==> src/rtl/sap_control_sequencer.sv <==
// ---------------------------------------------------------------------------
// sap_control_sequencer
//
// Purpose:
//   T-state ring sequencer and instruction decoder for the SAP-BR datapath.
//   A fixed six-state cycle (T1-T3 fetch, T4-T6 execute) drives the bus
//   load/enable strobes and the ALU controls from the IR opcode nibble.
//
// Optional build macro:
//   SAP_STEP_EN - adds a single-step input 'step'. The ring advances only on
//                 edges where step=1, and every strobe except hlt is qualified
//                 by step, so each T-state word fires once per pulse.
//
// Ports:
//   clk      in   system clock, rising edge
//   rst      in   synchronous active-high reset
//   step     in   single-step pulse (SAP_STEP_EN builds only)
//   opcode   in   [OPC_W-1:0] opcode nibble from the IR
//   t_state  out  [5:0] one-hot T-state, bit0 = T1 ... bit5 = T6
//   cp,ep,lm,ce,li,ei,la,ea,lb,lo          out  datapath strobes
//   sub,not_op,al0,al1,alu_out             out  ALU controls
//   hlt      out  halted flag
// ---------------------------------------------------------------------------
module sap_control_sequencer #(
    parameter int OPC_W = 4
) (
    input  logic             clk,
    input  logic             rst,
`ifdef SAP_STEP_EN
    input  logic             step,
`endif
    input  logic [OPC_W-1:0] opcode,
    output logic [5:0]       t_state,
    output logic             cp,
    output logic             ep,
    output logic             lm,
    output logic             ce,
    output logic             li,
    output logic             ei,
    output logic             la,
    output logic             ea,
    output logic             lb,
    output logic             lo,
    output logic             sub,
    output logic             not_op,
    output logic             al0,
    output logic             al1,
    output logic             alu_out,
    output logic             hlt
);

    typedef enum logic [5:0] {
        T1 = 6'b000001,
        T2 = 6'b000010,
        T3 = 6'b000100,
        T4 = 6'b001000,
        T5 = 6'b010000,
        T6 = 6'b100000
    } t_state_e;

    localparam logic [OPC_W-1:0] OP_LDA = OPC_W'(4'b0000);
    localparam logic [OPC_W-1:0] OP_ADD = OPC_W'(4'b0001);
    localparam logic [OPC_W-1:0] OP_SUB = OPC_W'(4'b0010);
    localparam logic [OPC_W-1:0] OP_AND = OPC_W'(4'b0011);
    localparam logic [OPC_W-1:0] OP_OR  = OPC_W'(4'b0100);
    localparam logic [OPC_W-1:0] OP_XOR = OPC_W'(4'b0101);
    localparam logic [OPC_W-1:0] OP_NOT = OPC_W'(4'b0110);
    localparam logic [OPC_W-1:0] OP_OUT = OPC_W'(4'b1110);
    localparam logic [OPC_W-1:0] OP_HLT = OPC_W'(4'b1111);

    t_state_e state_q, state_d;
    logic     halted_q, halted_d;
    logic     advance_s;
    logic     strobe_en_s;

    logic cp_s, ep_s, lm_s, ce_s, li_s, ei_s, la_s, ea_s, lb_s, lo_s;
    logic sub_s, not_op_s, al0_s, al1_s, alu_out_s;

`ifdef SAP_STEP_EN
    assign advance_s = step;
`else
    assign advance_s = 1'b1;
`endif

    // Halt blanks every strobe; in step builds strobes also need a step pulse.
    assign strobe_en_s = ~halted_q & advance_s;

    // State and halt flag registers with synchronous reset.
    always_ff @(posedge clk) begin
        if (rst) begin
            state_q  <= T1;
            halted_q <= 1'b0;
        end else begin
            state_q  <= state_d;
            halted_q <= halted_d;
        end
    end

    // Next-state ring and halt capture; halt freezes the ring at T5.
    always_comb begin
        state_d  = state_q;
        halted_d = halted_q;
        if (halted_q) begin
            state_d = state_q;
        end else if (advance_s) begin
            case (state_q)
                T1:      state_d = T2;
                T2:      state_d = T3;
                T3:      state_d = T4;
                T4:      state_d = T5;
                T5:      state_d = T6;
                T6:      state_d = T1;
                default: state_d = T1;
            endcase
            // The flag lands on the same edge that moves T4 to T5.
            if ((state_q == T4) && (opcode == OP_HLT)) begin
                halted_d = 1'b1;
            end else begin
                halted_d = halted_q;
            end
        end else begin
            state_d = state_q;
        end
    end

    // Raw control word for the current T-state; opcode only matters in T4-T6.
    always_comb begin
        cp_s = 1'b0; ep_s = 1'b0; lm_s = 1'b0; ce_s = 1'b0; li_s = 1'b0;
        ei_s = 1'b0; la_s = 1'b0; ea_s = 1'b0; lb_s = 1'b0; lo_s = 1'b0;
        sub_s = 1'b0; not_op_s = 1'b0; al0_s = 1'b0; al1_s = 1'b0;
        alu_out_s = 1'b0;
        case (state_q)
            T1: begin ep_s = 1'b1; lm_s = 1'b1; end
            T2: begin cp_s = 1'b1; end
            T3: begin ce_s = 1'b1; li_s = 1'b1; end
            T4: begin
                case (opcode)
                    OP_LDA, OP_ADD, OP_SUB, OP_AND, OP_OR, OP_XOR: begin
                        ei_s = 1'b1;
                        lm_s = 1'b1;
                    end
                    OP_NOT: begin
                        alu_out_s = 1'b1;
                        la_s      = 1'b1;
                        al1_s     = 1'b1;
                        al0_s     = 1'b1;
                        not_op_s  = 1'b1;
                    end
                    OP_OUT: begin
                        ea_s = 1'b1;
                        lo_s = 1'b1;
                    end
                    default: begin end
                endcase
            end
            T5: begin
                case (opcode)
                    OP_LDA: begin
                        ce_s = 1'b1;
                        la_s = 1'b1;
                    end
                    OP_ADD, OP_SUB, OP_AND, OP_OR, OP_XOR: begin
                        ce_s = 1'b1;
                        lb_s = 1'b1;
                    end
                    default: begin end
                endcase
            end
            T6: begin
                case (opcode)
                    OP_ADD, OP_SUB, OP_AND, OP_OR, OP_XOR: begin
                        alu_out_s = 1'b1;
                        la_s      = 1'b1;
                        sub_s     = (opcode == OP_SUB);
                        al0_s     = (opcode == OP_AND) || (opcode == OP_XOR);
                        al1_s     = (opcode == OP_OR)  || (opcode == OP_XOR);
                    end
                    default: begin end
                endcase
            end
            default: begin end
        endcase
    end

    assign t_state = state_q;
    assign cp      = cp_s      & strobe_en_s;
    assign ep      = ep_s      & strobe_en_s;
    assign lm      = lm_s      & strobe_en_s;
    assign ce      = ce_s      & strobe_en_s;
    assign li      = li_s      & strobe_en_s;
    assign ei      = ei_s      & strobe_en_s;
    assign la      = la_s      & strobe_en_s;
    assign ea      = ea_s      & strobe_en_s;
    assign lb      = lb_s      & strobe_en_s;
    assign lo      = lo_s      & strobe_en_s;
    assign sub     = sub_s     & strobe_en_s;
    assign not_op  = not_op_s  & strobe_en_s;
    assign al0     = al0_s     & strobe_en_s;
    assign al1     = al1_s     & strobe_en_s;
    assign alu_out = alu_out_s & strobe_en_s;
    assign hlt     = halted_q;

endmodule

==> config.mk <==
export PLATFORM = sky130hd
export DESIGN_NAME = sap_control_sequencer
export DESIGN_NICKNAME = d
export VERILOG_FILES = /design/src/rtl/sap_control_sequencer.sv
export SDC_FILE = /design/constraint.sdc
export NUM_CORES = 1
export LEC_CHECK = 0
export BUFFER_PORTS_ARGS = -buffer_cell sky130_fd_sc_hd__buf_2
export CORE_MARGIN = 3
export CORE_UTILIZATION = 30
export CTS_BUF_LIST = sky130_fd_sc_hd__clkbuf_2 sky130_fd_sc_hd__clkbuf_4 sky130_fd_sc_hd__clkbuf_8
export DETAILED_ROUTE_END_ITERATION = 8
export SYNTH_ARGS = -nofsm -noshare
export SYNTH_HDL_FRONTEND = slang
export SYNTH_SLANG_ARGS = --single-unit
==> constraint.sdc <==
create_clock -name clk -period 3.68 [get_ports clk]
set_clock_uncertainty 0.1 [all_clocks]
set_input_delay 0.368 -clock clk [delete_from_list [all_inputs] [get_ports clk]]
set_output_delay 0.368 -clock clk [all_outputs]
set_load 0.02 [all_outputs]
==> impl_metrics.tcl, run 1 <==
set metrics [dict create \
    dieWidth_um 50.7 \
    grt_pass1_wl_mm 2.66 \
    vdd_drop_max_uv 214 \
    antenna_found_initial 0 \
    max_slew_margin_pct 68.2 \
    io_buffers 27 \
    wl_per_cell_um 11.9 \
    drc_errors 0 \
    drv_slew 0 \
    grt_max_degree 17 \
    n_fill_cell 219 \
    fin_tns_setup_ns 0 \
    worst-path-stages 5 \
    netlist_area_um2 598 \
    cp_max_fo 10 \
    worst_skew_pair.late_latency_ns 0.25 \
    cap_violations 0 \
    status "finished, final reports clean" \
    worstHoldPathCells 2 \
    crit_family "simple AND/OR/NAND/NOR gates" \
    critPathBufInv 1 \
    r2r_cells 4 \
    cts_num_sinks 7 \
    setup_viol 0 \
    fin_area_um2 746 \
    most-common-layout-cells "buf_2, a21oi_1, nand2_1, dfxtp_1, nor2_1" \
    numCtsBuffers 3 \
    hold_class "input pin to flop" \
    synth_top_cell_by_area "dfxtp_1" \
    post-route-min-period_ns 2.34 \
    arrival_ns 1.88 \
    antenna_cells 0 \
    grt_overflow 0 \
    ys.flop_type "dfxtp_1" \
    htreeDepth 1 \
    clk_pin_slew_ns 0.05 \
    synth_top_area_share_pct 23.4 \
    synth_edf_count 0 \
    clockRootBuffer "clkbuf_4" \
    synth_nets 85 \
    clk_path_buf_depth 2 \
    vias_per_cell 5.02 \
    postPlaceCellArea_um2 716 \
    dieArea_um2 2570 \
    drt_iter0_drc 9 \
    drtPass1Iterations 4 \
    path_cells "nor4_4 -> and4b_1 -> o21ai_1 -> a221oi_1 -> buf_2" \
    path_class "flop to primary output" \
    yosysWarnings 0 \
    p_leak_nw 0.378 \
    async_flop_share_pct 0 \
    max_freq_mhz 426 \
    io_pins 28 \
    ys_seq_elements 7 \
    placementRows 15 \
    synthToLayoutAreaGrowth_pct 24.7 \
    fin_crit_sh_pct 63.7 \
    grt_util_all_layers_pct 13.2 \
    cts_tree "done" \
    grt_pass1_vias 598 \
    cts_setup_buffers 0 \
    place_hpwl_mm 1.22 \
    cts_resized 0 \
    chipHeight_um 50.7 \
    synth_cell_types 30 \
    totalWireLength_mm 1.53 \
    nNetsFinal 111 \
    synth_area_leaders "dfxtp_1, nor4_4, a21oi_1" \
    cpPeakStageDelay_ns 0.42 \
    grt_setup_unrepaired "no" \
    drive_above_1_share_pct 36.5 \
    required_ns 3.21 \
    vias 648 \
    finalHoldViolations 0 \
    syn_avg_cell_area_um2 7.57 \
    p_per_area_nw_per_um2 459 \
    postSynthCellCount 79 \
    initial_utilization_pct 33.2 \
    cpMaxStageDelayCell "nor4_4" \
    ys_seq_area_share_pct 23.4 \
    routabilityCongestion 0.696 \
    final_common_cell "buf_2" \
    critPathCaptureType "primary output" \
    start_kind "flop" \
    tightest_slew_ns 0.477 \
    hold_buffers 0 \
    ant_nets 0 \
    fp.coreArea_um2 1800 \
]
through the flow:
step	power (W)	utilization [%]	setup slack, ns	instances	hold slack (ns)
2_1_floorplan	0.000243	-	1.44	79	0.337
6_report	0.000342	41.4	1.34	129	0.282
3_5_place_dp	0.000268	39.7	1.58	125	0.480
5_1_grt	0.000370	41.4	1.17	129	0.296
4_1_cts	0.000348	41.4	1.30	129	0.273
3_3_place_gp	0.000267	39.7	1.58	125	0.473
layer usage:
metal / up-vias / wire, um / track usage [%]
li1: 334 / - / -
met1: 303 / 652 / 15.7
met2: 11 / 831 / 22.8
met3: 0 / 50 / 4.45
met4: 0 / 0 / 2.69
met5: - / 0 / 0
state kept, by name, indices dropped and copies added (netlist names):
signal and count:
hlt 1, t_state 6
final timing paths:
kind / startpoint / endpoint / slack [ns]
worst min register to register: t_state[3] / t_state[3] / 0.49
worst max register to register: t_state[3] / t_state[3] / 2.21
worst max-delay path: t_state[5] / la / 1.34
worst min-delay path: rst / t_state[2] / 0.28
cell usage after synthesis, types with 3 or more instances:
master    count
dfxtp_1       7
inv_1         4
or2_2         3
buf_6         3
nor2_1        6
nand2_1       7
nor2b_1       4
and3_1        3
nand3b_1      4
a21oi_1       8
o21ai_0       5
kinds of logic after synthesis:
group,after synthesis,synth area share [%]
compound gates,20,19.7
xor+xnor,2,2.93
buf+inv,10,10.7
flops,7,23.4
simple gates,40,43.3
final cells by class:
class,instances,area (um2),area share [%]
Clock buffer,4,30.0,4.03
Sequential cell,7,140,18.8
Inverter,4,15.0,2.01
Multi-Input combinational cell,62,394,52.9
Timing Repair Buffer,27,135,18.1
Tap cell,25,31.3,4.19
worst register-to-register path, cell delays in order (launching register included):
cell and delay [ns]:
dfxtp_1 0.38, or2_2 0.33, nor4_1 0.26, nand3b_1 0.18, a21oi_1 0.15
where the power goes:
part,internal [W],leakage (nW),switching (W)
clock,0.0000488,0.0184,0.0000288
sequential,0.0000865,0.0570,0.0000309
combinational,0.0000649,0.302,0.0000821
total,0.000200,0.378,0.000142
No activity file was read; power rests on OpenSTA's default activity.
==> run 2: changes to the inputs <==
Clock period 3.68 ns to 2.4 ns, I/O delays scaled along.
==> run 2 against run 1 <==
Compared with the run above:
- sequential cell count did not move
- die area did not move
- sequential power rose by 55%
- hold slack got worse by 0.13 ns
- global-route usage fell by 0.42 points
- combinational power rose by 54%
- power rose by 54%
- highest routed layer is now met4
- critical path type unchanged
- final area rose by 1.0%
- first-iteration DRC count rose by 67%
==> impl_metrics.tcl, run 2 (synthesis gave the netlist of run 1 again) <==
set metrics [dict create \
    fin_tns_setup_ns 0 \
    final_common_cell "buf_2" \
    fin_area_um2 753 \
    critPathCaptureType "primary output" \
    max_freq_mhz 451 \
    max_slew_margin_pct 73.7 \
    path_cells "nor4_4 -> nand3b_1 -> or3_1 -> a21oi_1 -> buf_2" \
    drive_above_1_share_pct 37.1 \
    drtPass1Iterations 4 \
    fin_util_pct 41.8 \
    dieArea_um2 2570 \
    cp_max_fo 9 \
    initial_utilization_pct 33.2 \
    wl_per_cell_um 12.1 \
    io_buffers 27 \
    fp.coreArea_um2 1800 \
    grt_pass1_vias 607 \
    hold_class "input pin to flop" \
    finalHoldViolations 0 \
    hold_buffers 0 \
    fin_ws_ns 0.182 \
    arrival_ns 1.88 \
    pre_cts_slack_ns 0.436 \
    totalWireLength_mm 1.57 \
    vdd_drop_max_uv 330 \
    numCtsBuffers 3 \
    fin_crit_sh_pct 92.4 \
    required_ns 2.06 \
    critPathBufInv 1 \
    p_per_area_nw_per_um2 701 \
    cpMaxStageDelayCell "dfxtp_1" \
    clockRootBuffer "clkbuf_4" \
    cts_tree "done" \
    dieWidth_um 50.7 \
    start_kind "flop" \
    drt_iter0_drc 15 \
    grt_max_degree 16 \
    crit_family "simple AND/OR/NAND/NOR gates" \
    n_fill_cell 206 \
    most-common-layout-cells "buf_2, a21oi_1, nand2_1, dfxtp_1, nor2_1" \
    worst_skew_pair.late_latency_ns 0.25 \
    nNetsFinal 112 \
    clk_pin_slew_ns 0.05 \
    place_hpwl_mm 1.21 \
    cts_setup_buffers 0 \
    antenna_found_initial 0 \
    htreeDepth 1 \
    io_pins 28 \
    synthToLayoutAreaGrowth_pct 25.9 \
    cap_violations 0 \
    grt_util_all_layers_pct 12.8 \
    post-route-min-period_ns 2.22 \
    cts_num_sinks 7 \
    cts_resized 0 \
    path_class "flop to primary output" \
    setup_viol 0 \
    chipHeight_um 50.7 \
    antenna_cells 0 \
    postPlaceCellArea_um2 723 \
    vias_per_cell 5.07 \
    status "finished, final reports clean" \
    clk_path_buf_depth 2 \
    cpPeakStageDelay_ns 0.42 \
    drc_errors 0 \
    vias 659 \
    tightest_slew_ns 0.394 \
    grt_setup_unrepaired "no" \
    grt_overflow 0 \
    grt_pass1_wl_mm 2.56 \
    p_leak_nw 0.383 \
    placementRows 15 \
    routabilityCongestion 0.689 \
    largest_reg_flops 6 \
    drv_slew 0 \
    ant_nets 0 \
]
==> run 2: final cells by class <==
cell class	instances	area (um2)	area share [%]
sequential	7	140	18.6
inverter	4	15.0	1.99
clock buffer	4	30.0	3.99
tap	25	31.3	4.15
multi-input combinational	62	394	52.3
timing repair buffer	28	143	18.9
==> run 2: final timing paths <==
kind / to / slack (ns) / from / cells after the start
max: alu_out / 0.18 / t_state[1] / 5
min: t_state[2] / 0.15 / rst / 2
max reg2reg: t_state[3] / 0.92 / t_state[4] / 4
min reg2reg: t_state[3] / 0.48 / t_state[3] / 2
==> run 2: metrics by stage <==
step                hold WS (ns)  cells  total power, W
global route               0.158    130        0.000567
floorplan                  0.209     79        0.000372
CTS                        0.141    130        0.000534
global placement           0.413    126        0.000410
detailed placement         0.413    126        0.000411
finish                     0.148    130        0.000528
==> run 2: report_power, final <==
part	total [W]	switching, W	internal, W
Clock	0.000121	0.0000463	0.0000749
Combinational	0.000226	0.000126	0.0000995
Sequential	0.000181	0.0000484	0.000133
Total	0.000528	0.000221	0.000307
==> run 2: layer usage <==
| metal | GRT usage [%] | routed length (um) | up-vias |
|---|---|---|---|
| met5 | 0 | 0 | - |
| met4 | 4.93 | 15 | 0 |
| met3 | 3.56 | 55 | 2 |
| met2 | 22.0 | 823 | 14 |
| met1 | 14.8 | 673 | 308 |
| li1 | - | - | 335 |
